[src/rtl/csr_access_unit_pkg.sv]
// Shared constants and types for the CSR access unit: Zicsr funct3 codes,
// FSM state encoding and the read-only CSR address field value.
package csr_access_unit_pkg;

    localparam logic [2:0] CSR_RW  = 3'b001;
    localparam logic [2:0] CSR_RS  = 3'b010;
    localparam logic [2:0] CSR_RC  = 3'b011;
    localparam logic [2:0] CSR_RWI = 3'b101;
    localparam logic [2:0] CSR_RSI = 3'b110;
    localparam logic [2:0] CSR_RCI = 3'b111;

    localparam logic [1:0] RO_FIELD = 2'b11;

    typedef enum logic [1:0] {
        ST_IDLE  = 2'd0,
        ST_READ  = 2'd1,
        ST_WRITE = 2'd2,
        ST_RESP  = 2'd3
    } state_t;

    // RS/RC and their immediate forms always read the CSR (funct3[1] set)
    function automatic logic is_set_clear(input logic [2:0] funct3);
        return funct3[1];
    endfunction

    function automatic logic is_bad_op(input logic [2:0] funct3);
        return funct3[1:0] == 2'b00;
    endfunction

endpackage

[src/rtl/csr_access_unit_alu.sv]
// Combinational new-value computation for the CSR read-modify-write.
import csr_access_unit_pkg::*;

module csr_alu #(
    parameter int XLEN = 32
) (
    input  logic [2:0]      funct3,
    input  logic [XLEN-1:0] old,
    input  logic [XLEN-1:0] operand,
    output logic [XLEN-1:0] new_value
);

    // funct3[1:0] selects the operation for both register and immediate forms
    always_comb begin
        new_value = '0;
        case (funct3[1:0])
            CSR_RW[1:0]: new_value = operand;
            CSR_RS[1:0]: new_value = old | operand;
            CSR_RC[1:0]: new_value = old & ~operand;
            default:     new_value = '0;
        endcase
    end

endmodule

[src/rtl/csr_access_unit.sv]
// Initiator side of the CSR port: sequences one Zicsr read-modify-write at a
// time against a combinational-read / registered-write CSR file.
import csr_access_unit_pkg::*;

module csr_access_unit #(
    parameter int          XLEN     = 32,
    parameter int          CSR_AW   = 12,
    parameter int unsigned RO_CHECK = 1
) (
    input  logic              clock,
    input  logic              reset,
    input  logic              req_valid,
    output logic              req_ready,
    input  logic [2:0]        req_funct3,
    input  logic [CSR_AW-1:0] req_csr_addr,
    input  logic [XLEN-1:0]   req_rs1_data,
    input  logic [4:0]        req_rs1_idx,
    input  logic [4:0]        req_rd_idx,
    input  logic              flush,
    output logic              busy,
    output logic              resp_valid,
    output logic [XLEN-1:0]   resp_data,
    output logic [4:0]        resp_rd_idx,
    output logic              resp_illegal,
    output logic [CSR_AW-1:0] csr_addr,
    output logic              csr_ren,
    output logic              csr_wen,
    output logic [XLEN-1:0]   csr_wd,
    input  logic [XLEN-1:0]   csr_rd
);

    state_t state, state_next;

    logic [2:0]        funct3_q;
    logic [CSR_AW-1:0] addr_q;
    logic [4:0]        rd_idx_q;
    logic [XLEN-1:0]   operand_q;
    logic [XLEN-1:0]   old_q;
    logic              need_write_q;
    logic              bad_op_q;
    logic              ro_viol_q;

    logic              accept;
    logic [XLEN-1:0]   in_operand;
    logic              in_need_read;
    logic              in_need_write;
    logic              in_bad_op;
    logic              in_ro_viol;
    logic [XLEN-1:0]   alu_value;

    // Decode of the incoming request, only meaningful while accepting
    always_comb begin
        accept        = (state == ST_IDLE) && req_valid && !flush;
        in_operand    = req_funct3[2] ? {{(XLEN-5){1'b0}}, req_rs1_idx} : req_rs1_data;
        in_need_read  = is_set_clear(req_funct3) || (req_rd_idx != 5'd0);
        in_need_write = (req_funct3[1:0] == CSR_RW[1:0]) || (req_rs1_idx != 5'd0);
        in_bad_op     = is_bad_op(req_funct3);
        in_ro_viol    = (RO_CHECK != 0) && in_need_write &&
                        (req_csr_addr[CSR_AW-1 -: 2] == RO_FIELD);
    end

    always_ff @(posedge clock) begin
        if (reset) begin
            state <= ST_IDLE;
        end else begin
            state <= state_next;
        end
    end

    // Capture registers; old value is cleared on accept so unread ops return 0
    always_ff @(posedge clock) begin
        if (reset) begin
            funct3_q     <= 3'd0;
            addr_q       <= '0;
            rd_idx_q     <= 5'd0;
            operand_q    <= '0;
            old_q        <= '0;
            need_write_q <= 1'b0;
            bad_op_q     <= 1'b0;
            ro_viol_q    <= 1'b0;
        end else if (accept) begin
            funct3_q     <= req_funct3;
            addr_q       <= req_csr_addr;
            rd_idx_q     <= req_rd_idx;
            operand_q    <= in_operand;
            old_q        <= '0;
            need_write_q <= in_need_write;
            bad_op_q     <= in_bad_op;
            ro_viol_q    <= in_ro_viol;
        end else if (state == ST_READ) begin
            old_q        <= csr_rd;
        end
    end

    always_comb begin
        state_next = state;
        case (state)
            ST_IDLE: begin
                if (accept) begin
                    if (in_bad_op)
                        state_next = ST_RESP;
                    else if (in_need_read)
                        state_next = ST_READ;
                    else if (in_ro_viol)
                        state_next = ST_RESP;
                    else
                        state_next = ST_WRITE;
                end
            end
            ST_READ: begin
                if (flush)
                    state_next = ST_IDLE;
                else if (need_write_q && !ro_viol_q)
                    state_next = ST_WRITE;
                else
                    state_next = ST_RESP;
            end
            ST_WRITE: state_next = ST_RESP;
            ST_RESP:  state_next = ST_IDLE;
            default:  state_next = ST_IDLE;
        endcase
    end

    csr_alu #(
        .XLEN(XLEN)
    ) u_alu (
        .funct3   (funct3_q),
        .old      (old_q),
        .operand  (operand_q),
        .new_value(alu_value)
    );

    // Moore outputs decoded from state and capture registers
    always_comb begin
        req_ready    = (state == ST_IDLE);
        busy         = (state != ST_IDLE);
        csr_addr     = (state != ST_IDLE) ? addr_q : '0;
        csr_ren      = (state == ST_READ);
        csr_wen      = (state == ST_WRITE);
        csr_wd       = (state == ST_WRITE) ? alu_value : '0;
        resp_valid   = (state == ST_RESP);
        resp_data    = (state == ST_RESP) ? old_q : '0;
        resp_rd_idx  = (state == ST_RESP) ? rd_idx_q : 5'd0;
        resp_illegal = (state == ST_RESP) && (bad_op_q || ro_viol_q);
    end

endmodule

[config.mk]
export PLATFORM = sky130hd
export DESIGN_NAME = csr_access_unit
export DESIGN_NICKNAME = d
export VERILOG_FILES = /design/src/rtl/csr_access_unit_pkg.sv /design/src/rtl/csr_access_unit_alu.sv /design/src/rtl/csr_access_unit.sv
export SDC_FILE = /design/constraint.sdc
export NUM_CORES = 1
export LEC_CHECK = 0
export CAP_MARGIN = 20
export CORE_MARGIN = 2
export CORE_UTILIZATION = 46
export CTS_CLUSTER_SIZE = 12
export DETAILED_ROUTE_END_ITERATION = 8
export PLACE_DENSITY = 0.95
export SLEW_MARGIN = 20
export SYNTH_ARGS = -nofsm -noshare
export SYNTH_HDL_FRONTEND = slang
export SYNTH_HIERARCHICAL = 1
export SYNTH_SLANG_ARGS = --single-unit
[constraint.sdc]
create_clock -name clock -period 4.7 [get_ports clock]
set_input_delay 1.41 -clock clock [delete_from_list [all_inputs] [get_ports clock]]
set_output_delay 1.41 -clock clock [all_outputs]
set_load 0.03 [all_outputs]
==> results of run 1 <==
[layout by cell type (no fill, tap or decap), types with 2 or more instances in the layout]
cell type,instances
nor4_1,3
mux2i_1,36
nand2_1,105
a22o_1,58
and2_1,45
nor2b_1,3
o21ai_1,2
buf_12,2
nor2_1,10
inv_1,34
nand2b_1,2
a21oi_1,52
dfxtp_1,87
and3_1,37
bufinv_16,2
a211oi_1,6
clkbuf_8,9
buf_4,10
clkdlybuf4s50_1,177
[flip-flops by register name, indices dropped and copies added, names as in the netlist]
register,count
ro_viol_q,1
need_write_q,1
old_q,32
bad_op_q,1
operand_q,32
funct3_q,2
rd_idx_q,5
state,2
addr_q,12
[power groups by stage]
stage | sequential [mW] | clock, mW | combinational (mW)
5_1_grt | 0.818 | 0.633 | 0.288
3_5_place_dp | 0.829 | 0 | 0.265
3_3_place_gp | 0.826 | 0 | 0.255
4_1_cts | 0.812 | 0.601 | 0.266
2_1_floorplan | 0.813 | 0 | 0.152
6_report | 0.813 | 0.591 | 0.266
[final timing paths]
kind,from,to,slack (ns),cells past startpoint
max reg2reg,state[0]$_SDFFE_PP0P_,old_q[10]$_SDFFE_PP0P_,2.23,4
max,state[0]$_SDFFE_PP0P_,csr_addr[10],0.53,4
min,rd_idx_q[2]$_SDFFE_PP0P_,rd_idx_q[2]$_SDFFE_PP0P_,0.46,2
min reg2reg,rd_idx_q[2]$_SDFFE_PP0P_,rd_idx_q[2]$_SDFFE_PP0P_,0.46,2
[per-layer routing]
layer	global-route usage (%)	up-vias	share of wire (%)
li1	-	2161	-
met1	28.85	2139	39
met2	44.60	199	52
met3	5.288	26	7.3
met4	9.413	0	1.8
met5	0	-	0
[metrics by stage]
| stage | power (mW) | hold WS [ns] | instance area, µm² | std cells |
|---|---|---|---|---|
| 3_3_place_gp | 1.081 | 0.4384 | 6292 | 820 |
| 2_1_floorplan | 0.9645 | 0.4317 | 4496 | 548 |
| 3_5_place_dp | 1.094 | 0.4447 | 6292 | 820 |
| 6_report | 1.670 | 0.4575 | 6518 | 836 |
| 4_1_cts | 1.679 | 0.4583 | 6518 | 836 |
| 5_1_grt | 1.739 | 0.4894 | 6518 | 836 |
[layout make-up]
cell class | count | area [µm²] | share of cell area [%]
well taps | 133 | 166.4 | 2.553
flip-flops and latches | 88 | 1763 | 27.05
clock buffers | 9 | 123.9 | 1.901
clock inverters | 7 | 101.3 | 1.555
inverters | 34 | 127.6 | 1.958
multi-input cells | 376 | 2349 | 36.03
repair buffers | 189 | 1887 | 28.95
[critical path: stages, from the launching register on]
cell,delay (ns)
dfxtp_1,1.02
nor2_1,0.16
inv_1,0.36
and2_1,0.20
clkdlybuf4s50_1,0.67
==> results.md, run 1 <==
- Pre-CTS setup slack: 0.9170 ns
- Maximum VDD drop: 0.0001706 V
- Die footprint: ~11000 µm²
- H-Tree Depth: 3
- Clock slew at reported path FFs: 0.10 ns
- Starting DRT DRC Count: approximately 180
- CTS Hold Bufs: 0
- Pint: ~1.2 mW
- Fin Setup TNS: 0 ns
- Post-layout nets: 791
- Min cycle time layout: between 4 and 5 ns
- Average wire per standard cell: 16.01 µm
- Switching part of the total power: 27.16%
- Post-Syn Nets: ~640
- DR pass1 iterations: 5
- NetSw: around 0.45 mW
- Static leakage: 2.473 nW
- Yosys warning count: 6
- Post-cts sizing count: 0
- Required time of the critical path: 3.29 ns
- Share of post-route cells with drive strength above 1: 5.121%
- Via density: 5.413
- CTS tree: done
- Max-cap viol count: 0
- I/O Buffers: about 180
- Filler cell count: between 700 and 800
- Power Density: 256.2 nW/µm²
- Routed Antenna Nets: 0
- CP endpoint kind: output pin
- Max-slew headroom: 29.31%
- Number of remaining DRC errors: 0
- Finish-stage setup viols: 0
- Clock group share of total power: 35.4%
- Core area: 9639 µm²
- Post-CTS setup buffer count: 0
- Period Utilization, post-route: 88.64%
- Sequential Power Share: 48.7%
- CTS sink count: between 80 and 90
- Synthesis-to-finish area growth: 44.98%
- Critical Path Source Type: register
- Largest net degree at the start of global routing: 45
- Data arrival, critical path: 2.76 ns
- Die width: 102.9 µm
- Slew @ Worst Pin: 1.059 ns
- Via Count: roughly 4500
- Clk Latency, worst-skew pair: 0.35 ns
- FP Rows: 36
- Clock root buffer: clkbuf_8
- Pins Over Slew Limit: 0
- Routed WL: around 13000 µm
- RSZ-0062 raised after global routing: no
- Dpl hpwl: 9395 µm
- Initial antenna violation count: 0
- Fin util: 67.61%
- Final Hold Violating Endpoints: 0
- Setup ws final: 0.5339 ns
- Status: finished clean
- Starting density of the core: 46.64%
- Skew final: 0.01512 ns
- Comb power frac: 16.0%
- Number of global-route vias before repair: 4487
- Mean area per synthesized cell: 8.204 µm²
- Post-synthesis cell area: between 4000 and 5000 µm²
- First-pass GRT wire length: around 21000 µm
- Grt total ovfl: 0
- Clock Path Buffers: 2
- Die H: 102.9 µm
- Hold Path Class: reg -> reg
- CTS Buf Count: 9
- Synth Instances: between 500 and 600
- Kind of critical path: reg -> out
- Total track usage: 24.78%
- # IOs: 180
- Critical Path Fanout Max: 30
- Routability cong.: 0.7881
- FMAX: 240.0 MHz
- Ant. Diodes: 0
Note: power is estimated with default switching activity, not from simulation.
==> run 2: changes to the inputs <==
Settings changed: CORE_MARGIN 2 to unset.
Clock period 4.7 ns to 5.1 ns, I/O delays scaled along.
==> run 2 against run 1 <==
Sequential share of layout area up 0.28 points; critical path depth unchanged; die area down 3.9%; final cell count down 0.48%; power down 14%; design area down 1.1%; clock skew down 0.0038 ns; core utilization up 1.2 points; worst hold slack better by 0.00096 ns; via count down 1.5%; combinational power down 6%.
==> results.md, run 2 (synthesis gave the netlist of run 1 again) <==
- Number of remaining DRC errors: 0 (unchanged)
- Die width: 100.9 µm (-1.9%)
- CTS Buf Count: 9 (unchanged)
- Power Density: 222.2 nW/µm² (-13%)
- Period Utilization, post-route: 80.61%
- Routability cong.: 0.8378 (+6.3%)
- Post-cts sizing count: 0 (unchanged)
- Hold Path Class: reg -> reg
- Area after DPL: 6264 µm² (-0.46%)
- First-pass GRT wire length: 21280 µm (+2.6%)
- # IOs: 180 (unchanged)
- Ant. Diodes: 0 (unchanged)
- Via density: 5.355 (-1.1%)
- Post-layout nets: 791 (unchanged)
- Status: finished clean
- Clk Latency, worst-skew pair: 0.35 ns (about the same)
- Most frequent cells in the layout: clkdlybuf4s50_1 (178), nand2_1 (105), dfxtp_1 (88)
- Average wire per standard cell: 16.27 µm (+1.6%)
- Dpl hpwl: 9492 µm (+1.0%)
- Core area: 9371 µm² (-2.8%)
- Die H: 100.9 µm (-1.9%)
- Number of global-route vias before repair: 4519 (+0.71%)
- RR Endpoint: old_q[31]$_SDFFE_PP0P_
- Worst Hold Endpoint: addr_q[2]$_SDFFE_PP0P_
- Skew final: 0.01135 ns (-0.003767 ns)
- Hold WS: 0.4585 ns (+0.0009560 ns)
- CTS Hold Bufs: 0 (unchanged)
- FMAX: 243.2 MHz
- Starting DRT DRC Count: 186 (+5.1%)
- FF-to-FF setup slack: 2.61 ns (+0.38 ns)
- Via Count: 4455 (-1.5%)
- Data arrival, critical path: 2.58 ns (-0.18 ns)
- Pins Over Slew Limit: 0 (unchanged)
- Pwr Total: 1.432 mW (-14%)
- RSZ-0062 raised after global routing: no
- Total track usage: 26.49% (+1.7 points)
- Fin Setup TNS: 0 ns (unchanged)
- Static leakage: 2.434 nW (-1.6%)
- Max-slew headroom: 42.16% (+13 points)
- Slew @ Worst Pin: 0.8665 ns (-0.1928 ns)
- Most common cell after layout, fill and taps aside: clkdlybuf4s50_1
- Finish-stage setup viols: 0 (unchanged)
- Initial antenna violation count: 0 (unchanged)
- Die footprint: 10170 µm² (-3.9%)
- DR pass1 iterations: 4 (-1)
- Kind of critical path: reg -> out
- CP endpoint kind: output pin
- Biggest regs: old_q: 32 flops, operand_q: 32 flops, addr_q: 12 flops
- Clock root buffer: clkbuf_8
- CTS sink count: 88 (unchanged)
- FP Rows: 35 (-2.8%)
- I/O Buffers: 179 (unchanged)
- Critical Path Fanout Max: 23 (-23%)
- FF-to-FF path depth: 4 (unchanged)
- Synthesis-to-finish area growth: 43.39%
- Routed Antenna Nets: 0 (unchanged)
- Critical Path Source Type: register
- Starting density of the core: 47.97% (+1.3 points)
- Largest net degree at the start of global routing: 45 (unchanged)
- Clock Path Buffers: 2 (unchanged)
- R2r startpoint: state[0]$_SDFFE_PP0P_
- Required time of the critical path: 3.57 ns (+0.28 ns)
- Filler cell count: 741 (-6.3%)
- Share of post-route cells with drive strength above 1: 4.694% (-0.43 points)
- Maximum VDD drop: 0.0001379 V (-19%)
- Max-cap viol count: 0 (unchanged)
- H-Tree Depth: 3 (unchanged)
- Post-CTS setup buffer count: 0 (unchanged)
- Hold path startpoint: addr_q[2]$_SDFFE_PP0P_
- Grt total ovfl: 0 (unchanged)
- Clock slew at reported path FFs: 0.10 ns (about the same)
- Min cycle time layout: just over 4 ns
- Fin area: 6446 µm² (-1.1%)
- Final Hold Violating Endpoints: 0 (unchanged)
- CTS tree: done
- Routed WL: 13540 µm (+1.1%)
- Min-Delay Path Depth: 2 (unchanged)
run 2: through the flow:
step | worst slack [ns] | utilization (%) | cells
finish | 0.9887 | 68.79 | 832
global route | 0.8255 | 68.79 | 832
CTS | 0.7583 | 68.68 | 832
detailed placement | 1.135 | 66.84 | 816
global placement | 1.240 | 66.84 | 816
floorplan | 1.880 | - | 548
run 2: layer usage:
layer / up-vias / share of wire (%) / global-route usage (%)
met2: 155 / 52 / 48.79
li1: 2165 / - / -
met1: 2116 / 40 / 30.77
met3: 19 / 6.1 / 4.508
met5: - / 0 / 0
met4: 0 / 1.6 / 9.365
run 2: how the worst max path moves through the flow:
stage / startpoint / depth (start not counted) / endpoint
2_1_floorplan: state[0]$_SDFFE_PP0P_ / 5 / csr_addr[10]
3_3_place_gp: state[0]$_SDFFE_PP0P_ / 3 / csr_wd[29]
3_5_place_dp: state[0]$_SDFFE_PP0P_ / 3 / csr_wd[14]
4_1_cts: state[0]$_SDFFE_PP0P_ / 3 / csr_wd[14]
5_1_grt: state[0]$_SDFFE_PP0P_ / 4 / csr_addr[7]
6_report: state[0]$_SDFFE_PP0P_ / 4 / csr_addr[6]
run 2: critical path, cell delays in order, from the launching register on:
cell	delay, ns
dfxtp_1	0.89
nor2_1	0.15
inv_1	0.32
and2_1	0.19
clkdlybuf4s50_1	0.67
run 2: report_power, final:
| part | switching [mW] | internal [mW] |
|---|---|---|
| clock | 0.258 | 0.179 |
| sequential | 0.0264 | 0.717 |
| combinational | 0.130 | 0.122 |
| total | 0.414 | 1.02 |
run 2: cell type report:
class	instances	area, µm²	share of cell area [%]
clock buffers	10	127.6	1.980
clock inverters	6	45.04	0.6988
inverters	34	127.6	1.980
multi-input cells	376	2359	36.59
flip-flops and latches	88	1762	27.33
well taps	129	161.4	2.504
repair buffers	189	1864	28.92
==> run 3: changes to the inputs <==
Settings changed: CORE_UTILIZATION 46 to 44, PLACE_DENSITY 0.95 to 0.92.
Clock period 5.1 ns to 4.1 ns, I/O delays scaled along.
==> run 3 against run 2 <==
Clock skew fell by 0.0041 ns; sequential cell count unchanged; final cell count is 0.96% higher; via count down 0.76%; sequential share of layout area down 0.079 points; critical path depth stayed put; highest routed layer unchanged; largest power group unchanged; core utilization is 2.9 points lower; count of clock-buffer cells in the layout stayed put; global-route usage fell by 1.9 points; power up 34%; first-iteration DRC count down 32%; sequential power rose by 24%.
==> results.md, run 3 (synthesis gave the netlist of run 1 again) <==
- First-pass GRT wire length: 20150 µm (-5.3%)
- Critical Path Fanout Max: 16 (-30%)
- Average wire per standard cell: 15.61 µm (-4.0%)
- I/O Buffers: 179 (unchanged)
- Most frequent cells in the layout: clkdlybuf4s50_1 (146), nand2_1 (105), dfxtp_1 (88)
- Number of global-route vias before repair: 4177 (-7.6%)
- Max-cap viol count: 0 (unchanged)
- Post-CTS setup buffer count: 0 (unchanged)
- Fin util: 65.84% (-2.9 points)
- Ant. Diodes: 0 (unchanged)
- Pins Over Slew Limit: 0 (unchanged)
- Placed Cells: 824 (+0.98%)
- Starting DRT DRC Count: 126 (-32%)
- Switching part of the total power: 26.52% (-2.4 points)
- Clock slew at reported path FFs: 0.09 ns (about the same)
- Finish-stage setup viols: 0 (unchanged)
- Area after DPL: 6231 µm² (-0.52%)
- Power Density: 296.7 nW/µm² (+34%)
- DR pass1 iterations: 4 (unchanged)
- Core area: 9819 µm² (+4.8%)
- FMAX: 282.0 MHz
- Grt total ovfl: 0 (unchanged)
- CTS sink count: 88 (unchanged)
- Starting density of the core: 45.78% (-2.2 points)
- Largest net degree at the start of global routing: 35 (-22%)
- RSZ-0062 raised after global routing: no
- CTS tree: done
- Comb power frac: 16.5% (-1.1 points)
- Max-slew headroom: 48.88% (+6.7 points)
- Via density: 5.263 (-1.7%)
- Max Used Layer: met4
- Routability cong.: 0.8084 (-3.5%)
- Hold Path Class: reg -> reg
- Fin Setup TNS: 0 ns (unchanged)
- Maximum VDD drop: 0.0002015 V (+46%)
- # IOs: 180 (unchanged)
- Post-layout nets: 795 (+0.51%)
- Data arrival, critical path: 2.32 ns (-0.26 ns)
- Length of routed wiring on met1: 5644 µm (+3.8%)
- Kind of critical path: reg -> out
- Clock root buffer: clkbuf_8
- CP endpoint kind: output pin
- Via Count: 4421 (-0.76%)
- Biggest regs: old_q: 32 flops, operand_q: 32 flops, addr_q: 12 flops
- Period Utilization, post-route: 86.49%
- Pwr Total: 1.918 mW (+34%)
- Skew final: 0.007211 ns (-0.004137 ns)
- H-Tree Depth: 3 (unchanged)
- Clock group share of total power: 35.5% (+5.0 points)
- Clock Path Buffers: 2 (unchanged)
- Initial antenna violation count: 0 (unchanged)
- CTS Hold Bufs: 0 (unchanged)
- Required time of the critical path: 2.87 ns (-0.70 ns)
- Critical Path Source Type: register
- Number of remaining DRC errors: 0 (unchanged)
- CTS Buf Count: 9 (unchanged)
- Clk Latency, worst-skew pair: 0.35 ns (about the same)
- NetSw: 0.5086 mW (+23%)
- Synthesis-to-finish area growth: 43.81%
- Finished Layout Cells: 840 (+0.96%)
- Slew @ Worst Pin: 0.7651 ns (-0.1013 ns)
- Die footprint: 10630 µm² (+4.5%)
- Routed Antenna Nets: 0 (unchanged)
- Final Hold Violating Endpoints: 0 (unchanged)
- Fin area: 6465 µm² (+0.29%)
- Min cycle time layout: 3.546 ns
- Static leakage: 2.561 nW (+5.2%)
- Sequential Power Share: 48.0% (-3.9 points)
- Most common cell after layout, fill and taps aside: clkdlybuf4s50_1
- Post-cts sizing count: 0 (unchanged)
- Share of post-route cells with drive strength above 1: 9.901% (+5.2 points)
- FP Rows: 36 (+2.9%)
- Pint: 1.409 mW (+38%)
- DR WL met2: 6388 µm (-9.6%)
- Routed WL: 13120 µm (-3.1%)
- Total track usage: 24.59% (-1.9 points)
- Routed wl met3: 766 µm (-6.7%)
- Dpl hpwl: 9251 µm (-2.5%)
- Die width: 103.1 µm (+2.2%)
- Die H: 103.1 µm (+2.2%)
- Status: finished clean
run 3: cell types whose count changed in the layout (fill, tap and decap cells not counted), sizes merged:
cell	delta
clkdlybuf4s50	-32
clkinvlp	-3
clkinv	+1
bufinv	+2
buf	+36
run 3: power by group through the flow:
| stage | clock network (mW) | registers [mW] | logic (mW) |
|---|---|---|---|
| floorplan | 0 | 0.932 | 0.174 |
| global placement | 0 | 0.938 | 0.304 |
| detailed placement | 0 | 0.940 | 0.313 |
| CTS | 0.691 | 0.921 | 0.315 |
| global route | 0.731 | 0.926 | 0.343 |
| finish | 0.680 | 0.921 | 0.316 |
run 3: worst max-delay path, cell delays in order (launching register included):
cell and delay [ns]:
dfxtp_1 0.60, nor2_1 0.15, inv_1 0.32, and2_1 0.21, clkdlybuf4s50_1 0.68
run 3: area by class of cell:
type,count,area [µm²]
clock buffers,10,137.6
clock inverters,6,91.34
fillers,785,3354
inverters,34,127.6
multi-input cells,376,2354
flip-flops and latches,88,1762
well taps,133,166.4
repair buffers,193,1827
run 3: worst paths after layout:
kind | slack, ns | end | cells past startpoint | start
hold reg to reg | 0.45 | addr_q[0]$_SDFFE_PP0P_ | 2 | addr_q[0]$_SDFFE_PP0P_
setup reg to reg | 1.89 | operand_q[16]$_SDFFE_PP0P_ | 5 | state[1]$_SDFFE_PP0P_
hold / removal | 0.45 | addr_q[0]$_SDFFE_PP0P_ | 2 | addr_q[0]$_SDFFE_PP0P_
setup / recovery | 0.55 | csr_addr[9] | 4 | state[1]$_SDFFE_PP0P_
run 3: stage by stage:
step | worst slack (ns) | hold WS (ns)
CTS | 0.5565 | 0.4547
detailed placement | 0.9040 | 0.4422
global route | 0.3846 | 0.4804
finish | 0.5539 | 0.4548
floorplan | 1.180 | 0.4317
global placement | 0.9724 | 0.4381
run 3: routing by layer:
metal	vias to the layer above	track usage [%]
met2	156	41.95
li1	2171	-
met3	25	4.814
met4	0	10.94
met5	-	0
met1	2069	30.03
